## src/rtl/lfsr_prng.sv

```systemverilog
// Maximal-length XNOR-feedback LFSR with synchronous reseed and a seed-match flag.
// Optional define LFSR_LOCKUP_RECOVER_EN steps the all-ones lock-up state to zero.
module lfsr_prng #(
  parameter int NUM_BITS = 128
) (
  input  logic                i_Clk,
  input  logic                i_Rst_L,
  input  logic                i_Enable,
  input  logic                i_Seed_DV,
  input  logic [NUM_BITS-1:0] i_Seed_Data,
  output logic [NUM_BITS-1:0] o_LFSR_Data,
  output logic                o_LFSR_Done
);

  // No handshake: i_Enable qualifies every edge, i_Seed_DV only matters while
  // i_Enable is high, and consumers sample o_LFSR_Data on their own clock.

  // Tap bit numbers are 1-based; the MSB (bit NUM_BITS) is always a tap.
  localparam int TAP_B = (NUM_BITS == 8)  ? 6   :
                         (NUM_BITS == 16) ? 15  :
                         (NUM_BITS == 32) ? 22  :
                         (NUM_BITS == 64) ? 63  :
                         (NUM_BITS == 128) ? 126 : 1;
  localparam int TAP_C = (NUM_BITS == 8)  ? 5   :
                         (NUM_BITS == 16) ? 13  :
                         (NUM_BITS == 32) ? 2   :
                         (NUM_BITS == 64) ? 61  :
                         (NUM_BITS == 128) ? 101 : 1;
  localparam int TAP_D = (NUM_BITS == 8)  ? 4   :
                         (NUM_BITS == 16) ? 4   :
                         (NUM_BITS == 32) ? 1   :
                         (NUM_BITS == 64) ? 60  :
                         (NUM_BITS == 128) ? 99  : 1;

  localparam logic [NUM_BITS-1:0] ONE = {{(NUM_BITS-1){1'b0}}, 1'b1};
  localparam logic [NUM_BITS-1:0] TAP_MASK = (ONE << (NUM_BITS - 1)) |
                                             (ONE << (TAP_B - 1)) |
                                             (ONE << (TAP_C - 1)) |
                                             (ONE << (TAP_D - 1));

  generate
    if (NUM_BITS != 8 && NUM_BITS != 16 && NUM_BITS != 32 &&
        NUM_BITS != 64 && NUM_BITS != 128) begin : g_bad_width
      $error("lfsr_prng: unsupported NUM_BITS %0d", NUM_BITS);
    end
  endgenerate

  logic [NUM_BITS-1:0] r;
  logic [NUM_BITS-1:0] r_next;
  logic                fb;

  always_comb begin
    fb     = ~(^(r & TAP_MASK));
    r_next = {r[NUM_BITS-2:0], fb};
`ifdef LFSR_LOCKUP_RECOVER_EN
    // All-ones is only reachable by seeding it; break out to zero.
    if (&r) begin
      r_next = '0;
    end
`endif
  end

  always_ff @(posedge i_Clk or negedge i_Rst_L) begin
    if (!i_Rst_L) begin
      r <= '0;
    end else if (i_Enable) begin
      if (i_Seed_DV) begin
        r <= i_Seed_Data;
      end else begin
        r <= r_next;
      end
    end
  end

  assign o_LFSR_Data = r;
  assign o_LFSR_Done = (r == i_Seed_Data);

endmodule

```

## config.mk

```make
export PLATFORM = sky130hd
export DESIGN_NAME = lfsr_prng
export DESIGN_NICKNAME = d
export VERILOG_FILES = /design/src/rtl/lfsr_prng.sv
export SDC_FILE = /design/constraint.sdc
export NUM_CORES = 1
export LEC_CHECK = 0
export ABC_AREA = 1
export ABC_CLOCK_PERIOD_IN_PS = 2200
export BUFFER_PORTS_ARGS = -buffer_cell sky130_fd_sc_hd__buf_2
export CAP_MARGIN = 20
export CELL_PAD_IN_SITES_DETAIL_PLACEMENT = 0
export CELL_PAD_IN_SITES_GLOBAL_PLACEMENT = 1
export CORE_MARGIN = 2
export CORE_UTILIZATION = 30
export CTS_CLUSTER_DIAMETER = 60
export DETAILED_ROUTE_END_ITERATION = 12
export PLACE_DENSITY_LB_ADDON = 0.1
export SETUP_SLACK_MARGIN = 0.4
export SLEW_MARGIN = 10
export SYNTH_ARGS = -nofsm -noshare
export SYNTH_HDL_FRONTEND = slang
export SYNTH_SLANG_ARGS = --single-unit
```

## constraint.sdc

```tcl
create_clock -name i_Clk -period 2.2 [get_ports i_Clk]
set_input_delay 0.22 -clock i_Clk [delete_from_list [all_inputs] [get_ports i_Clk]]
set_output_delay 0.22 -clock i_Clk [all_outputs]
set_load 0.02 [all_outputs]
```

* Word level (Yosys, flattened, before mapping)
Index checks and enable logic that the tools add are counted.
** Storage, ports and cells
- Memories :: 0
- Bits of input ports :: 132
- Memory bits (writable) :: 0
- Register bits :: 128
- Memory bits (read-only) :: 0
- Word-level logic and storage cells :: 5
- Latch bits :: 0
** Operators by class
- Reductions and logical operators :: 1
- Eq/ne operators :: 1
- Bitwise logic cells :: 1
- Muxes and demuxes :: 1
- Shift operators :: 0
- Multipliers :: 0
- Add/subtract/negate cells :: 0
- $lt $le $gt $ge :: 0
- Div/mod/pow operators :: 0
** Operator list (number)
- 128-bit == test :: 1
- 128-bit two-way mux :: 1
- 128-bit XOR reduction :: 1
- 1-bit inverter :: 1

* Depth between registers and ports, before layout
Gate-level depths: netlist (run 1).
- Depth after elaboration :: 3
- Depth in mapped cells :: 10
- Gate-level depth less buffers :: 10

* Worst setup path after synthesis (run 1)
OpenSTA, ideal clock, no wires.
- Path type :: register to output
- Start :: register r[32] (netlist: o_LFSR_Data[32])
- End :: output o_LFSR_Done
- Setup slack :: 0.602 ns
- Data required time :: 1.980 ns
- Arrival :: 1.378 ns
- Cell stages (with the launch flop) :: 11
- Buffers on the path :: 0
- Path through :: dfrtp_1 > inv_1 > nand2_1 > nand2_1 > nor2_1 > nand2_1 > nor2_1 > nand2_2 > nor2_2 > nand2_1 > nor2_1
** On the way
- Longest elaborated chain between the ends :: 1
** RTL lines
- from (decl) :: RTL line 48 : logic [NUM_BITS-1:0] r;
- from (signal assigned) :: RTL line 68 : r <= i_Seed_Data;
- from (signal assigned) :: RTL line 70 : r <= r_next;
- 128-bit == test :: RTL line 76 : assign o_LFSR_Done = (r == i_Seed_Data);
- to (decl) :: RTL line 12 : output logic o_LFSR_Done
Every way passes these cells.

* Worst setup path in the final report (run 1)
- Start :: register r[61] (netlist: o_LFSR_Data[61])
- End :: output o_LFSR_Done
The elaborated chain is that of the path after synthesis.

==> impl_metrics.csv, run 1 <==
group,metric,value,unit
logic_synthesis,synth_seq_cells,128,
clock_network,tritoncts_clock_tree,"built",
timing,achievable-frequency,0.464,GHz
clock_network,insertion_delay,0.43,ns
setup_path,worst_ep_required_time,1.98,ns
timing,timing.final.setup_violations,0,
setup_path,criticalPathCategory,"reg -> out",
timing,fin_crit,2.16,ns
layout,nets_finish,1595,
place,place.gp.congestion,0.772,
power,ir_worst_vdd,0.473,mV
detailed_routing,avg_vias_per_cell,4.52,
timing,rsz0062_at_grt,"true",
setup_path,worst_path_largest_cell_delay,0.40,ns
clock_network,cts_made_buffers,17,
timing,worst_pin_slew,0.478,ns
detailed_routing,drt_pre_antenna_iters,5,
setup_path,cp_common_cell,"nor2_4",
timing,holdWs,0.0633,ns
global_routing,first_global_vias,7777,
power,leakage,5.65,nW
timing,timing.max_slew.rel_slack,68.1,%
timing,report.final.slew_viol_count,0,
global_routing,grt_antenna_before_repair,6,
logic_synthesis,yosysSeqAreaShare,39.4,%
layout,synthToLayoutAreaGrowth,29.5,%
global_routing,grt.overflow.total,0,
setup_path,worst_ep_arrival_time,1.94,ns
floorplan,die-width,169,um
power,power_density,772,nW/um^2
setup_path,timing.critical_path.from_type,"flop",
timing,layout_worst_path_cycle_share,98.0,%
setup_path,slowest_stage,"dfrtp_1",
detailed_routing,remaining_drc_errors,0,
run_status,status,"completed",
hold_path,hp-class,"in -> reg",
floorplan,num_ports,261,
setup_path,worst-path-max-fanout,3,
global_routing,globalRouteTotalUtil,18.4,%
floorplan,floorplan.core_area,26800,um^2
layout,largest_register_ffs,128,
detailed_routing,detail_route.iter0.violations,400,
clock_network,clock_tree.htree_level_count,4,
logic_synthesis,yosysUniqueCellTypes,18,
floorplan,num_rows,60,
logic_synthesis,syn_nets,1346,
job,max-cap-violations,0,
power,total_power,0.00813,W
setup_path,cpLargestDelayFamily,"simple AND/OR/NAND/NOR gates",
place,numPortBuffers,260,
detailed_routing,drt-total-wl,26000,um
floorplan,initial_utilization,30.3,%
clock_network,cts_root_buffer,"clkbuf_16",
setup_path,cp_num_buf_inv,1,
logic_synthesis,synthesis.area_per_instance,6.70,um^2
clock_network,cts_num_sinks,128,
logic_synthesis,postSynthCellCount,1214,
detailed_routing,antenna_violating_nets_post_route,0,
detailed_routing,drt-wirelength-per-cell,14.3,um
global_routing,grt_pass1_wl,41200,um
setup_path,crit_path_cell_trace,"xor2_1 -> nor2_1 -> nand2_1 -> nor2_4 -> nand2_2 -> nor2_4 -> nand2_2 -> nor2_4 -> buf_6",
timing,number_of_hold_violations_in_the_final_report,0,
clock_network,worst_setup_hold_path_clk_slew,0.06,ns
floorplan,die_h,169,um
layout,layout-drive-gt1-share,24.9,%
detailed_routing,vias_post_dr,8216,
timing,fin_skew,0.0168,ns
clock_network,clk_path_buf_depth,2,
place,dp_hpwl,19000,um
layout,layout_commonest_cell,"nand2_1",
setup_path,end_kind,"output pin",
global_routing,grt_start_max_net_pins,80,
layout,final_cell_mix,"nand2_1, buf_2, a21oi_1",
floorplan,fp.dieArea,28400,um^2
logic_synthesis,synth_area,8130,um^2
logic_synthesis,yosys_warnings,0,
layout,layout.filler_cells,2903,
==> final cells by class <==
type                            instances  area (um^2)  area share, %
Multi-Input combinational cell        840         3950           37.5
Sequential cell                       128         3200           30.4
Timing Repair Buffer                  286         1620           15.4
Inverter                              190          713           6.77
Clock buffer                           19          453           4.30
Tap cell                              341          427           4.05
Clock inverter                         12          160           1.52
Antenna cell                            2         5.00         0.0475
==> path summary, 6_finish.rpt <==
check	start	endpoint	slack, ns	cells after the start
setup / recovery	o_LFSR_Data[61]	o_LFSR_Done	0.04	9
hold / removal	i_Seed_Data[5]	o_LFSR_Data[5]	0.06	3
setup reg to reg	o_LFSR_Data[125]	o_LFSR_Data[0]	1.04	5
hold reg to reg	o_LFSR_Data[72]	o_LFSR_Data[72]	0.56	2
max in group asynchronous	i_Rst_L	o_LFSR_Data[100]	1.18	3
min in group asynchronous	i_Rst_L	o_LFSR_Data[9]	0.29	2
==> cells by family after synthesis <==
family / Yosys count / share of synthesized area [%]
flops: 128 / 39.4
simple gates: 462 / 21.5
compound gates: 333 / 21.3
xor+xnor: 45 / 4.85
buf+inv: 246 / 13.0
==> worst reg2reg max path: stages (launching register included) <==
cell and delay [ns]:
dfrtp_1 0.41, buf_4 0.15, xnor2_1 0.17, xnor2_1 0.09, o21ai_1 0.11, o21ai_0 0.08
==> power by group <==
part / switching (W) / leakage, nW / total [W] / internal (W)
registers: 0.000258 / 1.46 / 0.00290 / 0.00264
logic: 0.00141 / 3.91 / 0.00219 / 0.000776
clock network: 0.00119 / 0.288 / 0.00304 / 0.00184
total: 0.00286 / 5.65 / 0.00813 / 0.00526
==> metal layers <==
| metal | track usage, % | up-vias | wire length (um) |
|---|---|---|---|
| li1 | - | 4300 | - |
| met1 | 24.3 | 3675 | 12100 |
| met2 | 29.9 | 210 | 11900 |
| met3 | 5.31 | 23 | 1720 |
| met4 | 4.65 | 8 | 271 |
| met5 | 0 | - | 46 |
==> synth_stat cells (all sizes together) <==
cell    count  area [um^2]
xor2       42          368
inv       190          713
buf        35          260
nand2     325         1220
o21ai     129          646
dfrtp     128         3200
nor2      137          522
a21oi     179          896
xnor2       3         26.3
o211ai     25          188
clkbuf     21         86.3
==> through the flow <==
step	setup slack [ns]	setup TNS, ns	util [%]	cell area [um^2]	instances
floorplan	0.602	0	-	8130	1214
global placement	0.115	0	36.4	9750	1775
detailed placement	0.0987	0	36.4	9750	1775
CTS	-0.0435	-0.0435	38.9	10400	1810
global route	-0.0985	-0.0985	39.3	10500	1816
finish	0.0430	0	39.3	10500	1818
==> what timing repair did <==
action	in CTS	in global routing
setup buffers	3	6
resized for setup	13	24
endpoints found under the hold margin	39	0
hold buffers	1	0
pin swaps	9	13
endpoints found under the setup margin	1	1
Note: power is estimated with default switching activity, not from simulation.
==> run 2: changes to the inputs <==
--- a/config.mk
+++ b/config.mk
@@ -11,7 +11,7 @@
 export CAP_MARGIN = 20
 export CELL_PAD_IN_SITES_DETAIL_PLACEMENT = 0
 export CELL_PAD_IN_SITES_GLOBAL_PLACEMENT = 1
-export CORE_MARGIN = 2
+export CORE_MARGIN = 8
 export CORE_UTILIZATION = 30
 export CTS_CLUSTER_DIAMETER = 60
 export DETAILED_ROUTE_END_ITERATION = 12
@@ -21,3 +21,4 @@
 export SYNTH_ARGS = -nofsm -noshare
 export SYNTH_HDL_FRONTEND = slang
 export SYNTH_SLANG_ARGS = --single-unit
+export TNS_END_PERCENT = 30
==> constraint.sdc (replaced) <==
create_clock -name i_Clk -period 2.2 [get_ports i_Clk]
set_input_delay 0.11 -clock i_Clk [delete_from_list [all_inputs] [get_ports i_Clk]]
set_output_delay 0.11 -clock i_Clk [all_outputs]
set_load 0.02 [all_outputs]
==> run 2 against run 1 <==
Compared with the run above:
- non-clock buffer count rose by 84
- register-to-register slack got worse by 0.02 ns
- sequential share of layout area fell by 2.1 points
- core utilization rose by 3.0 points
- critical path depth rose by 2
- clock skew fell by 0.0040 ns
- combinational power rose by 7%
- power rose by 0.85%
- sequential power barely moved
- maximum frequency rose by 6.7%
- clock power fell by 3%
- first-iteration DRC count rose by 23%
- critical endpoint unchanged
==> impl_metrics.csv, run 2 (synthesis results as in run 1) <==
group,metric,value,unit
run_status,status,"completed",
clock_network,clock_tree.htree_level_count,4,
timing,fin_tns_setup,0,ns
floorplan,die_h,181,um
detailed_routing,drt-wirelength-per-cell,15.2,um
timing,rsz0062_at_grt,"true",
hold_path,hp-class,"in -> reg",
setup_path,reg2reg_slack,1.02,ns
layout,largest_register_ffs,128,
place,dp_hpwl,20600,um
power,leakage,6.01,nW
detailed_routing,remaining_drc_errors,0,
clock_network,cts_num_sinks,128,
clock_network,insertion_delay,0.42,ns
layout,footprint_of_the_flip_flops_and_latches,3210,um^2
layout,final_util,42.3,%
layout,synthToLayoutAreaGrowth,39.4,%
setup_path,worst-path-max-fanout,3,
floorplan,die-width,181,um
layout,final_cell_mix,"nand2_1, buf_2, a21oi_1",
clock_network,tritoncts_clock_tree,"built",
clock_network,worst_setup_hold_path_clk_slew,0.07,ns
setup_path,end_kind,"output pin",
setup_path,worst_ep_arrival_time,1.91,ns
timing,achievable-frequency,0.495,GHz
layout,layout_commonest_cell,"nand2_1",
layout,nets_finish,1679,
place,place_area,9720,um^2
global_routing,grt_pass1_wl,46200,um
layout,n_antenna_cell,0,
global_routing,grt.overflow.total,0,
power,ir_worst_vdd,0.407,mV
detailed_routing,vias_post_dr,8596,
detailed_routing,antenna_violating_nets_post_route,0,
timing,holdWs,0.0118,ns
timing,report.final.slew_viol_count,0,
clock_network,cts_root_buffer,"clkbuf_16",
timing,worst_pin_slew,0.527,ns
clock_network,cts_made_buffers,17,
timing,fin_skew,0.0128,ns
timing,number_of_hold_violations_in_the_final_report,0,
layout,multi_input_comb_area,3980,um^2
setup_path,timing.critical_path.from_type,"flop",
place,numPortBuffers,260,
timing,timing.final.setup_violations,0,
detailed_routing,detail_route.iter0.violations,492,
timing,layout_worst_path_cycle_share,91.9,%
job,max-cap-violations,0,
timing,fin_crit,2.02,ns
layout,layout.filler_cells,2876,
detailed_routing,drt-total-wl,28800,um
global_routing,first_global_vias,8544,
detailed_routing,drt_pre_antenna_iters,5,
floorplan,num_rows,60,
setup_path,criticalPathCategory,"reg -> out",
clock_network,clk_path_buf_depth,2,
detailed_routing,avg_vias_per_cell,4.52,
setup_path,worst_ep_required_time,2.09,ns
layout,post_route_cell_area,11300,um^2
power,total_power,0.00820,W
place,place.gp.congestion,0.739,
timing,timing.max_slew.rel_slack,64.8,%
global_routing,globalRouteTotalUtil,17.5,%
layout,layout-drive-gt1-share,24.1,%
power,power_density,723,nW/um^2
floorplan,fp.dieArea,32600,um^2
global_routing,grt_antenna_before_repair,6,
global_routing,grt_start_max_net_pins,92,
floorplan,initial_utilization,30.3,%
floorplan,num_ports,261,
floorplan,floorplan.core_area,26800,um^2
==> run 2: path summary, 6_finish.rpt <==
kind | startpoint | end | depth (start not counted)
max in group asynchronous | i_Rst_L | o_LFSR_Data[100] | 3
min in group asynchronous | i_Rst_L | o_LFSR_Data[9] | 2
hold / removal | i_Seed_Data[99] | o_LFSR_Data[99] | 3
setup reg to reg | o_LFSR_Data[125] | o_LFSR_Data[0] | 5
setup / recovery | o_LFSR_Data[66] | o_LFSR_Done | 11
hold reg to reg | o_LFSR_Data[62] | o_LFSR_Data[62] | 2
==> run 2: per-layer routing <==
| layer | global-route usage [%] | vias to the layer above | wire [um] |
|---|---|---|---|
| met4 | 3.67 | 10 | 194 |
| met1 | 22.1 | 3903 | 13300 |
| met2 | 28.6 | 197 | 13300 |
| met5 | 0 | - | 55 |
| met3 | 5.71 | 21 | 1970 |
| li1 | - | 4465 | - |
==> run 2: worst max-delay path: stages (launching register included) <==
cell and delay [ns]:
dfrtp_1 0.36, inv_1 0.08, nand2_1 0.06, nand2_1 0.05, nor2_2 0.13, nand2_2 0.07
nor2_4 0.14, nand2_4 0.08, nor2_4 0.14, nand2_2 0.08, nor2_4 0.16, buf_6 0.14
==> run 2: power breakdown <==
group	internal [W]	switching, W	leakage [nW]	total [W]
sequential	0.00264	0.000265	1.45	0.00291
clock	0.00179	0.00116	0.272	0.00295
combinational	0.000878	0.00146	4.28	0.00234
==> run 2: final cells by class <==
cell class / instances / area share [%]
Tap cell: 341 / 3.76
Timing Repair Buffer: 370 / 21.4
Inverter: 190 / 6.29
Multi-Input combinational cell: 840 / 35.1
Clock buffer: 19 / 3.82
Clock inverter: 12 / 1.43
Sequential cell: 128 / 28.3
==> run 2: through the flow <==
stage               std cells  worst slack [ns]
floorplan                1214             0.712
global placement         1775             0.242
detailed placement       1775             0.218
CTS                      1892             0.118
global route             1900            0.0207
finish                   1900             0.179
==> run 2: timing repair <==
item / 4_1_cts / 5_1_grt
pin swaps: 19 / 17
resized for setup: 24 / 20
setup endpoints to repair: 1 / 1
hold buffers: 79 / 0
hold endpoints to repair: 119 / 0
setup buffers: 7 / 8
